File: src/rtl/beta_dmem_ctrl.sv
// Beta data-side memory controller: one load/store at a time against a synchronous-read SRAM.
// Store stalls W+1 cycles, load W+2 cycles; Beta is held via stall until the final response cycle.
module beta_dmem_ctrl #(
    parameter int          DEPTH       = 1024,
    parameter int          WAIT_STATES = 2,
    parameter logic [31:0] ERR_DATA    = 32'hDEAD_BEEF
) (
    input  logic                     CLK,
    input  logic                     RST,
    input  logic [31:0]              ma,
    input  logic [31:0]              mwd,
    input  logic                     moe,
    input  logic                     wr,
    output logic [31:0]              mrd,
    output logic                     stall,
    output logic                     bus_err,
    output logic [$clog2(DEPTH)-1:0] sram_addr,
    output logic [31:0]              sram_wdata,
    output logic                     sram_we,
    output logic                     sram_re,
    input  logic [31:0]              sram_rdata,
    output logic [15:0]              rd_count,
    output logic [15:0]              wr_count
);

    localparam int AW = $clog2(DEPTH);

    typedef enum logic [1:0] {IDLE, BUSY, ACCESS, RESP} state_t;

    localparam logic [3:0] WAIT_INIT   = (WAIT_STATES > 0) ? 4'(WAIT_STATES - 1) : 4'd0;
    localparam state_t     AFTER_IDLE  = (WAIT_STATES > 0) ? BUSY : ACCESS;

    state_t      state;
    logic [29:0] addr_q;
    logic [31:0] data_q;
    logic        is_wr_q;
    logic        err_q;
    logic [3:0]  wait_cnt;
    logic [31:0] mrd_q;

    logic req;
    logic oor;
    logic unused_ok;

    assign req       = moe | wr;
    assign oor       = |addr_q[29:AW];
    assign unused_ok = ^ma[1:0];

    assign sram_addr  = addr_q[AW-1:0];
    assign sram_wdata = data_q;

    always_ff @(posedge CLK or posedge RST) begin
        if (RST) begin
            state    <= IDLE;
            addr_q   <= '0;
            data_q   <= '0;
            is_wr_q  <= 1'b0;
            err_q    <= 1'b0;
            wait_cnt <= '0;
            mrd_q    <= '0;
            rd_count <= '0;
            wr_count <= '0;
        end else begin
            case (state)
                IDLE: begin
                    if (req) begin
                        addr_q   <= ma[31:2];
                        data_q   <= mwd;
                        is_wr_q  <= wr;
                        err_q    <= 1'b0;
                        wait_cnt <= WAIT_INIT;
                        state    <= AFTER_IDLE;
                    end
                end
                BUSY: begin
                    if (wait_cnt == 4'd0) begin
                        state <= ACCESS;
                    end else begin
                        wait_cnt <= wait_cnt - 4'd1;
                    end
                end
                ACCESS: begin
                    if (is_wr_q) begin
                        // Out-of-range stores are dropped but still count as completed.
                        if (wr_count != 16'hFFFF) begin
                            wr_count <= wr_count + 16'd1;
                        end
                        state <= IDLE;
                    end else begin
                        err_q <= oor;
                        state <= RESP;
                    end
                end
                RESP: begin
                    mrd_q <= err_q ? ERR_DATA : sram_rdata;
                    if (rd_count != 16'hFFFF) begin
                        rd_count <= rd_count + 16'd1;
                    end
                    state <= IDLE;
                end
                default: state <= IDLE;
            endcase
        end
    end

    always_comb begin
        stall   = 1'b0;
        bus_err = 1'b0;
        sram_we = 1'b0;
        sram_re = 1'b0;
        mrd     = mrd_q;
        case (state)
            IDLE:   stall = req & ~RST;
            BUSY:   stall = 1'b1;
            ACCESS: begin
                stall   = ~is_wr_q;
                sram_we = is_wr_q & ~oor;
                sram_re = ~is_wr_q & ~oor;
                bus_err = is_wr_q & oor;
            end
            RESP: begin
                // Read data is only valid during RESP, so it bypasses the holding register.
                mrd     = err_q ? ERR_DATA : sram_rdata;
                bus_err = err_q;
            end
            default: stall = 1'b0;
        endcase
    end

endmodule

File: config.mk
export PLATFORM = sky130hd
export DESIGN_NAME = beta_dmem_ctrl
export DESIGN_NICKNAME = d
export VERILOG_FILES = /design/src/rtl/beta_dmem_ctrl.sv
export SDC_FILE = /design/constraint.sdc
export NUM_CORES = 1
export LEC_CHECK = 0
export CAP_MARGIN = 20
export CORE_MARGIN = 1.5
export CORE_UTILIZATION = 44
export CTS_CLUSTER_DIAMETER = 40
export CTS_CLUSTER_SIZE = 40
export DETAILED_ROUTE_END_ITERATION = 16
export GPL_ROUTABILITY_DRIVEN = 0
export MAX_ROUTING_LAYER = met4
export PLACE_DENSITY = 0.82
export SLEW_MARGIN = 20
export SYNTH_ARGS = -nofsm -noshare
export SYNTH_HDL_FRONTEND = slang
export SYNTH_SLANG_ARGS = --single-unit
File: constraint.sdc
create_clock -name CLK -period 5.2 [get_ports CLK]
set_clock_uncertainty 0.1 [all_clocks]
set_input_delay 1.04 -clock CLK [delete_from_list [all_inputs] [get_ports CLK]]
set_output_delay 1.04 -clock CLK [all_outputs]
set_load 0.005 [all_outputs]
==> results by group, run 1 <==
Layout
  • Layout cells sized above 1: 6.19%
  • Final Instance Count excl. Fillers: 980
  • Most frequent cells in the layout: nand2_1 (236), clkdlybuf4s50_1 (207), dfrtp_1 (134)
  • Nets: 898
  • Commonest non-fill, non-tap cell in the layout: nand2_1
  • Area growth syn-to-layout: 50.0%
  • Final Cell Area: 0.00840 mm²
  • Antenna cells: 0

Critical path
  • CP Class: reg -> out
  • Worst path slowest cell: nand2_2
  • CP Data Arrival Time: 2590 ps
  • Worst path cell trace: nand2_2 > o21ai_0 > clkdlybuf4s50_1
  • Worst Setup Start Kind: flip-flop
  • Critical Path Sink Type: output port
  • Delay of the slowest cell on the worst path: 600 ps
  • Req. time, crit path: 4060 ps
  • Critical path fanouts, max: 68

Timing
  • Setup TNS: 0 ps
  • Pin slew with the least headroom to its limit: 1010 ps
  • Fin crit period: 3730 ps
  • Max-slew headroom: 32.3%
  • Post-layout worst setup margin: 1470 ps
  • Number of hold violations in the final report: 0
  • WHS: 372 ps
  • RSZ-0062 raised after global routing: no
  • Number of setup violations in the final report: 0
  • Final Max Tran Viols: 0
  • FMAX: 268 MHz
  • Final period util: 71.7%

Floorplanning
  • Initial core utilization: 44.7%
  • Top-level port count: 210
  • Core Area: 0.0125 mm²
  • Die area: 0.0134 mm²
  • Die height: 116 µm
  • Rows: 41
  • Die outline width: 116 µm

Detailed routing
  • # DRC: 0
  • Routed via count: 4751
  • Detail Route Antenna Nets: 0
  • Iteration-0 DRC Markers: 201
  • Detailed Route WL: 13.8 mm
  • Wirelength per Cell: 14.1 µm
  • DR pass1 iterations: 6
  • Via density: 4.85

Clocking
  • CTS buffer count: 17
  • Clk sink count: 134
  • Maximum buffer depth of the clock tree: 2
  • Postcts setup bufs: 0
  • Gates resized, CTS repair: 0
  • H-tree depth: 4
  • Root buf cell: clkbuf_16
  • Cts hold-fix bufs: 0
  • Worst-path clk slew: 60 ps
  • Skew-Pair Late Insertion Delay: 410 ps
  • CTS tree: done

Power and ir drop
  • P_int: 3.28 mW
  • Leak pwr: 3.95 nW
  • Switch share: 31.4%
  • Net load switching power: 1.51 mW
  • Part of the power in combinational logic: 37.2%
  • Power share of the sequential group: 36.1%
  • Clock share of power: 26.7%
  • VDD IR-drop max: 0.000314 V
  • Pwr dens: 570 mW/mm²

Synth
  • Register area share after synthesis: 59.9%
  • Syn Inst Count: 600
  • Total nets after synthesis: 703
  • Top-area cell type share of the netlist area: 59.9%
  • Cell variety after synth: 37
  • Synth area leaders: dfrtp_1 (60%), nand2_1 (16%), o21ai_0 (3.3%), nor2_1 (2.9%), xor2_1 (2.3%)
  • EDFF count, synth: 0
  • Mapped Area: 0.00560 mm²
  • Synth Warn #: 0
  • Area leader, netlist: dfrtp_1
  • Avg Inst Size Synth: 9.33 µm²
  • Asr flop ratio synth: 100%
  • Synth Flop Type: dfrtp_1
  • #FFs+latches synth: 134

Status
  • Status: complete, no violations

GRT
  • Vias in the first global route: 4729
  • First-pass GRT wire length: 22.5 mm
  • All-Layer GR Usage: 22.3%
  • Pin count of the biggest net entering global routing: 108
  • GR Overflow Total: 0
  • Initial antenna violation count: 0

Placement
  • DP Wirelength: 9.63 mm
  • Placed Area: 0.00776 mm²
  • Post-place setup slack: 1640 ps
  • I/O Buffers: 207
  • Dpl cells: 948

Worst hold path
  • Hold Path Class: reg -> reg

Job
  • # Max-Cap Violations: 0
-- per-layer routing --
metal  wire (µm)  global-route usage [%]
met4         357                    10.1
met3        1010                    6.38
met1        5750                    26.7
met2        6720                    35.0
met5           0                       -
-- sequential cells by signal, summed over array words and instances (netlist names) --
signal / flops
is_wr_q: 1
wr_count: 16
state: 2
mrd_q: 32
addr_q: 30
wait_cnt: 4
sram_wdata: 32
rd_count: 16
err_q: 1
-- final timing paths --
check	from	end	slack (ps)	cells past startpoint
max	state[1]$_DFFE_PP0P_	mrd[3]	1470	3
min	sram_wdata[22]$_DFFE_PP0P_	sram_wdata[22]$_DFFE_PP0P_	370	2
max reg2reg	state[1]$_DFFE_PP0P_	rd_count[15]$_DFFE_PP0P_	2530	5
min reg2reg	sram_wdata[22]$_DFFE_PP0P_	sram_wdata[22]$_DFFE_PP0P_	370	2
max in group asynchronous	RST	addr_q[2]$_DFFE_PP0P_	2930	3
min in group asynchronous	RST	addr_q[12]$_DFFE_PP0P_	1160	2
-- final cells by class --
class,instances,area [µm²]
Inverter,6,27.5
Multi-Input combinational cell,426,2070
Tap cell,172,215
Fill cell,1002,4120
Sequential cell,134,3350
Timing Repair Buffer,210,2090
Clock inverter,8,144
Clock buffer,24,492
-- critical path, delay by kind of cell (launching register included) --
kind	cells	cell delay (ps)
AOI/OAI and AO/OA	1	520
DFF	1	460
buffers and inverters	1	580
and+or+nand+nor	1	600
-- synth_stat cells (all sizes together) (2+ instances only) --
master,instances
o21a,2
clkbuf,19
xor2,15
nor2,45
nand3,16
dfrtp,134
o21ai,38
a31oi,2
a21oi,2
ha,3
nand2,237
nor4,8
nand2b,10
nand4,8
buf,15
and3,4
mux2,6
nor3,8
or2,2
xnor2,11
inv,6
-- kinds of logic after synthesis --
group	count (synthesis)	share of synthesized area, %
AO/OA/AOI/OAI	47	4.85
XOR/XNOR	26	4.07
adder cells (fa/ha/maj)	3	0.671
buffers and inverters	40	3.35
flip-flops	134	59.9
multiplexers	6	1.21
AND/OR/NAND/NOR	344	26.0
-- power by group through the flow --
stage	logic (mW)	clock network, mW	registers (mW)
global placement	1.73	0	1.72
finish	1.78	1.28	1.73
CTS	1.81	1.30	1.73
detailed placement	1.80	0	1.75
global route	1.99	1.35	1.79
floorplan	0.866	0	1.67
-- per-stage QoR --
step / power (mW) / utilization (%)
floorplan: 2.54 / -
global placement: 3.45 / 62.0
detailed placement: 3.54 / 62.0
CTS: 4.84 / 67.1
global route: 5.13 / 67.1
finish: 4.79 / 67.1
Power figures use the tool's default switching activity.
==> run 2, diff against run 1 <==
clock period = 3.8 ns   (was 5.2 ns; I/O delays follow)
==> run 2 against run 1 <==
  * Clock power increased by 13%
  * Combinational power increased by 40%
  * Largest power group unchanged
  * Die area unchanged
  * Critical endpoint is now mrd[1]
  * Highest routed layer unchanged
==> results by group, run 2 (synthesized netlist as in run 1, its figures left out) <==
Timing
  • Number of setup violations in the final report: 0 (unchanged)
  • WHS: 370 ps (was 372 ps)
  • Max-slew headroom: 32.1% (was 32.3%)
  • FMAX: 300 MHz
  • Setup TNS: 0 ps (unchanged)
  • RSZ-0062 raised after global routing: no (unchanged)
  • Final Max Tran Viols: 0 (unchanged)
  • Pin slew with the least headroom to its limit: 1020 ps (was 1010 ps)
  • Post-layout worst setup margin: 466 ps (was 1470 ps)
  • Fin crit period: 3330 ps
  • Final period util: 87.7%
  • Number of hold violations in the final report: 0 (unchanged)

Power and ir drop
  • Total power: 6.32 mW (was 4.79 mW)
  • Clock share of power: 23.0% (was 26.7%)
  • Pwr dens: 759 mW/mm² (was 570 mW/mm²)
  • Power share of the sequential group: 37.6% (was 36.1%)
  • Leak pwr: 3.91 nW (was 3.95 nW)
  • P_int: 4.25 mW (was 3.28 mW)
  • Net load switching power: 2.07 mW (was 1.51 mW)
  • Part of the power in combinational logic: 39.4% (was 37.2%)
  • VDD IR-drop max: 0.000423 V (was 0.000314 V)
  • Switch share: 32.7% (was 31.4%)

Detailed routing
  • # DRC: 0 (unchanged)
  • Iteration-0 DRC Markers: 206 (was 201)
  • Routed via count: 4783 (was 4751)
  • Wirelength per Cell: 14.6 µm (was 14.1 µm)
  • DR pass1 iterations: 7 (was 6)
  • Detailed Route WL: 14.3 mm (was 13.8 mm)
  • Via density: 4.88 (was 4.85)
  • Detail Route Antenna Nets: 0 (unchanged)

Clocking
  • Postcts setup bufs: 0 (unchanged)
  • Worst-path clk slew: 50 ps (was 60 ps)
  • Clk sink count: 134 (unchanged)
  • H-tree depth: 4 (unchanged)
  • Root buf cell: clkbuf_16 (unchanged)
  • Maximum buffer depth of the clock tree: 2 (unchanged)
  • Gates resized, CTS repair: 0 (unchanged)
  • CTS tree: done (unchanged)
  • Skew-Pair Late Insertion Delay: 410 ps (about the same)
  • CTS buffer count: 17 (unchanged)
  • Cts hold-fix bufs: 0 (unchanged)

Placement
  • Dpl cells: 949 (was 948)
  • I/O Buffers: 207 (unchanged)
  • DP Wirelength: 9.77 mm (was 9.63 mm)
  • Post-place setup slack: 716 ps (was 1640 ps)
  • Placed Area: 0.00778 mm² (was 0.00776 mm²)

Critical path
  • Critical Path Sink Type: output port (unchanged)
  • CP Class: reg -> out (unchanged)
  • Worst Setup Start Kind: flip-flop (unchanged)
  • Req. time, crit path: 2940 ps (was 4060 ps)
  • CP Data Arrival Time: 2470 ps (was 2590 ps)
  • R2R Setup Slk: 1640 ps (was 2530 ps)
  • CP startpoint: err_q$_DFFE_PP0P_ (was state[1]$_DFFE_PP0P_)
  • Critical path fanouts, max: 34 (was 68)
  • Reg2reg start: wr_count[0]$_DFFE_PP0P_ (was state[1]$_DFFE_PP0P_)

GRT
  • Initial antenna violation count: 0 (unchanged)
  • Vias in the first global route: 4854 (was 4729)
  • First-pass GRT wire length: 22.6 mm (was 22.5 mm)
  • Pin count of the biggest net entering global routing: 77 (was 108)
  • GR Overflow Total: 0 (unchanged)
  • All-Layer GR Usage: 22.4% (was 22.3%)

Floorplanning
  • Rows: 41 (unchanged)
  • Initial core utilization: 44.7% (unchanged)
  • Die height: 116 µm (unchanged)
  • Core Area: 0.0125 mm² (unchanged)
  • Top-level port count: 210 (unchanged)
  • Die outline width: 116 µm (unchanged)
  • Die area: 0.0134 mm² (unchanged)

Layout
  • Commonest non-fill, non-tap cell in the layout: nand2_1 (unchanged)
  • Final Cell Area: 0.00832 mm² (was 0.00840 mm²)
  • Antenna cells: 0 (unchanged)
  • Final Instance Count excl. Fillers: 981 (was 980)
  • Layout cells sized above 1: 5.93% (was 6.19%)
  • End-of-flow core utilization: 66.5% (was 67.1%)
  • Area growth syn-to-layout: 48.7% (was 50.0%)
  • Nets: 900 (was 898)
  • Most frequent cells in the layout: nand2_1 (236), clkdlybuf4s50_1 (207), dfrtp_1 (134) (unchanged)

Status
  • Status: complete, no violations (unchanged)

Job
  • # Max-Cap Violations: 0 (unchanged)

Worst hold path
  • Hold Path Class: reg -> reg (unchanged)
  • Hold Startpoint: sram_wdata[18]$_DFFE_PP0P_ (was sram_wdata[22]$_DFFE_PP0P_)
run 2: cell types whose count changed in the layout (fill, tap and decap cells not counted):
cell	change
buf_12	+2
bufinv_16	-4
clkbuf_1	+3
clkinv_2	+1
clkinv_4	-1
clkinvlp_4	+1
inv_6	-1
run 2: power groups by stage:
stage | logic (mW) | clock network [mW] | registers, mW
after floorplan | 1.18 | 0 | 2.29
after global placement | 2.39 | 0 | 2.35
after detailed placement | 2.48 | 0 | 2.38
after CTS | 2.50 | 1.49 | 2.38
after global routing | 2.76 | 1.55 | 2.45
final | 2.49 | 1.45 | 2.38
run 2: path summary, 6_finish.rpt:
kind | to | cells past startpoint
hold reg to reg | sram_wdata[18]$_DFFE_PP0P_ | 2
max in group asynchronous | mrd_q[8]$_DFF_PP0_ | 3
setup / recovery | mrd[1] | 3
min in group asynchronous | addr_q[15]$_DFFE_PP0P_ | 3
setup reg to reg | wr_count[1]$_DFFE_PP0P_ | 4
hold / removal | sram_wdata[18]$_DFFE_PP0P_ | 2
run 2: critical path: stages, from the launching register on:
cell,delay (ps)
dfrtp_1,1010
nor2_1,150
o21ai_0,320
clkdlybuf4s50_1,580
run 2: layout make-up:
class                   count  area (µm²)
fillers                   978        4190
flip-flops and latches    134        3350
repair buffers            212        2130
multi-input cells         426        2070
clock buffers              27         503
well taps                 172         215
inverters                   6        26.3
clock inverters             4        20.0
run 2: layer usage:
layer	routed length [µm]	global-route usage [%]	vias to the layer above
li1	-	-	2308
met1	5880	25.6	2273
met2	7260	37.4	177
met3	882	5.81	25
met4	314	9.76	0
met5	0	-	-
==> run 3, diff against run 2 <==
SLEW_MARGIN = default   (was 20)
==> run 3 against run 2 <==
  * Core utilization is 0.16 points lower
  * Combinational power is essentially flat
  * Count of clock-buffer cells in the layout did not move
  * Non-clock buffer count shrank 1
  * Power is 0.45% lower
  * Global-route usage unchanged
  * Critical endpoint is now mrd[17]
==> results by group, run 3 (synthesized netlist as in run 1, its figures left out) <==
Clocking
  • H-tree depth: 4 (unchanged)
  • Skew-Pair Late Insertion Delay: 410 ps (about the same)
  • Cts hold-fix bufs: 0 (unchanged)
  • Gates resized, CTS repair: 0 (unchanged)
  • Root buf cell: clkbuf_16 (unchanged)
  • Postcts setup bufs: 0 (unchanged)
  • Maximum buffer depth of the clock tree: 2 (unchanged)
  • CTS buffer count: 17 (unchanged)
  • CTS tree: done (unchanged)
  • Worst-path clk slew: 50 ps (about the same)
  • Clk sink count: 134 (unchanged)

Floorplanning
  • Top-level port count: 210 (unchanged)
  • Die area: 0.0134 mm² (unchanged)
  • Core Area: 0.0125 mm² (unchanged)
  • Rows: 41 (unchanged)
  • Die height: 116 µm (unchanged)
  • Initial core utilization: 44.7% (unchanged)
  • Die outline width: 116 µm (unchanged)

Layout
  • # fillers: 980 (was 978)
  • Area growth syn-to-layout: 48.3% (was 48.7%)
  • Most frequent cells in the layout: nand2_1 (236), clkdlybuf4s50_1 (207), dfrtp_1 (134) (unchanged)
  • Nets: 899 (was 900)
  • Layout cells sized above 1: 5.82% (was 5.93%)
  • Commonest non-fill, non-tap cell in the layout: nand2_1 (unchanged)
  • Antenna cells: 0 (unchanged)

Detailed routing
  • DR pass1 iterations: 5 (was 7)
  • Iteration-0 DRC Markers: 192 (was 206)
  • Routed via count: 4780 (was 4783)
  • # DRC: 0 (unchanged)
  • Wirelength per Cell: 14.4 µm (was 14.6 µm)
  • Via density: 4.88 (about the same)
  • Detail Route Antenna Nets: 0 (unchanged)
  • Detailed Route WL: 14.1 mm (was 14.3 mm)

GRT
  • Vias in the first global route: 4854 (unchanged)
  • All-Layer GR Usage: 22.4% (unchanged)
  • Pin count of the biggest net entering global routing: 77 (unchanged)
  • GR Overflow Total: 0 (unchanged)
  • Initial antenna violation count: 0 (unchanged)
  • First-pass GRT wire length: 22.6 mm (unchanged)

Power and ir drop
  • VDD IR-drop max: 0.000423 V (about the same)
  • Total power: 6.29 mW (was 6.32 mW)
  • Leak pwr: 3.90 nW (was 3.91 nW)
  • Pwr dens: 757 mW/mm² (was 759 mW/mm²)

Critical path
  • Req. time, crit path: 2940 ps (about the same)
  • CP Data Arrival Time: 2600 ps (was 2470 ps)
  • Worst Setup Start Kind: flip-flop (unchanged)
  • Worst path cell trace: nand2_2 > o21ai_0 > clkdlybuf4s50_1 (was nor2_1 > o21ai_0 > clkdlybuf4s50_1)
  • Critical Path Sink Type: output port (unchanged)
  • Delay of the slowest cell on the worst path: 610 ps (was 1010 ps)
  • CP Class: reg -> out (unchanged)
  • Worst path slowest cell: nand2_2 (was dfrtp_1)
  • Critical path fanouts, max: 68 (was 34)
  • R2R Setup Slk: 1160 ps (was 1640 ps)

Worst hold path
  • Hold Path Class: reg -> reg (unchanged)

Timing
  • Final period util: 91.1% (was 87.7%)
  • Setup TNS: 0 ps (unchanged)
  • Pin slew with the least headroom to its limit: 1030 ps (was 1020 ps)
  • Final Max Tran Viols: 0 (unchanged)
  • Fin crit period: 3460 ps (was 3330 ps)
  • Post-layout worst setup margin: 339 ps (was 466 ps)
  • Number of setup violations in the final report: 0 (unchanged)
  • RSZ-0062 raised after global routing: no (unchanged)
  • Number of hold violations in the final report: 0 (unchanged)
  • FMAX: 289 MHz (was 300 MHz)
  • Max-slew headroom: 31.4% (was 32.1%)

Job
  • # Max-Cap Violations: 0 (unchanged)

Status
  • Status: complete, no violations (unchanged)

Placement
  • DP Wirelength: 9.77 mm (unchanged)
  • Post-place setup slack: 716 ps (unchanged)
  • I/O Buffers: 207 (unchanged)
[run 3: worst max-delay path: cells and delay by family (launching register included)]
kind	cells	cell delay [ps]
buffers and inverters	1	590
and+or+nand+nor	1	610
AOI/OAI and AO/OA	1	510
DFF	1	460
[run 3: final timing paths]
check | from | to | depth (start not counted)
worst min register to register | sram_wdata[18]$_DFFE_PP0P_ | sram_wdata[18]$_DFFE_PP0P_ | 2
worst max register to register | state[1]$_DFFE_PP0P_ | rd_count[13]$_DFFE_PP0P_ | 5
worst max-delay path | state[1]$_DFFE_PP0P_ | mrd[17] | 3
max in group asynchronous | RST | mrd_q[11]$_DFF_PP0_ | 3
worst min-delay path | sram_wdata[18]$_DFFE_PP0P_ | sram_wdata[18]$_DFFE_PP0P_ | 2
min in group asynchronous | RST | addr_q[15]$_DFFE_PP0P_ | 3
[run 3: area by class of cell]
type	instances	area, µm²	share of cell area [%]
Clock buffer	27	503	6.06
Clock inverter	4	20.0	0.241
Inverter	6	26.3	0.316
Multi-Input combinational cell	426	2070	25.0
Sequential cell	134	3350	40.4
Tap cell	172	215	2.59
Timing Repair Buffer	211	2110	25.5
[run 3: stage by stage]
stage	area, µm²	utilization (%)	cells	hold slack, ps
detailed placement	7780	62.2	949	362
global route	8300	66.3	980	400
floorplan	5600	-	600	346
global placement	7780	62.2	949	358
CTS	8300	66.3	980	376
finish	8300	66.3	980	370
[run 3: per-layer routing]
layer | vias up | GRT usage (%) | share of wire (%)
met5 | - | - | 0
met4 | 0 | 9.76 | 2.0
met3 | 22 | 5.81 | 6.7
met2 | 178 | 37.4 | 50
met1 | 2274 | 25.6 | 41
li1 | 2306 | - | -
[run 3: power breakdown]
part,switching [mW],internal (mW)
clock network,0.561,0.894
logic,1.13,1.34
registers,0.368,2.01
total,2.06,4.24
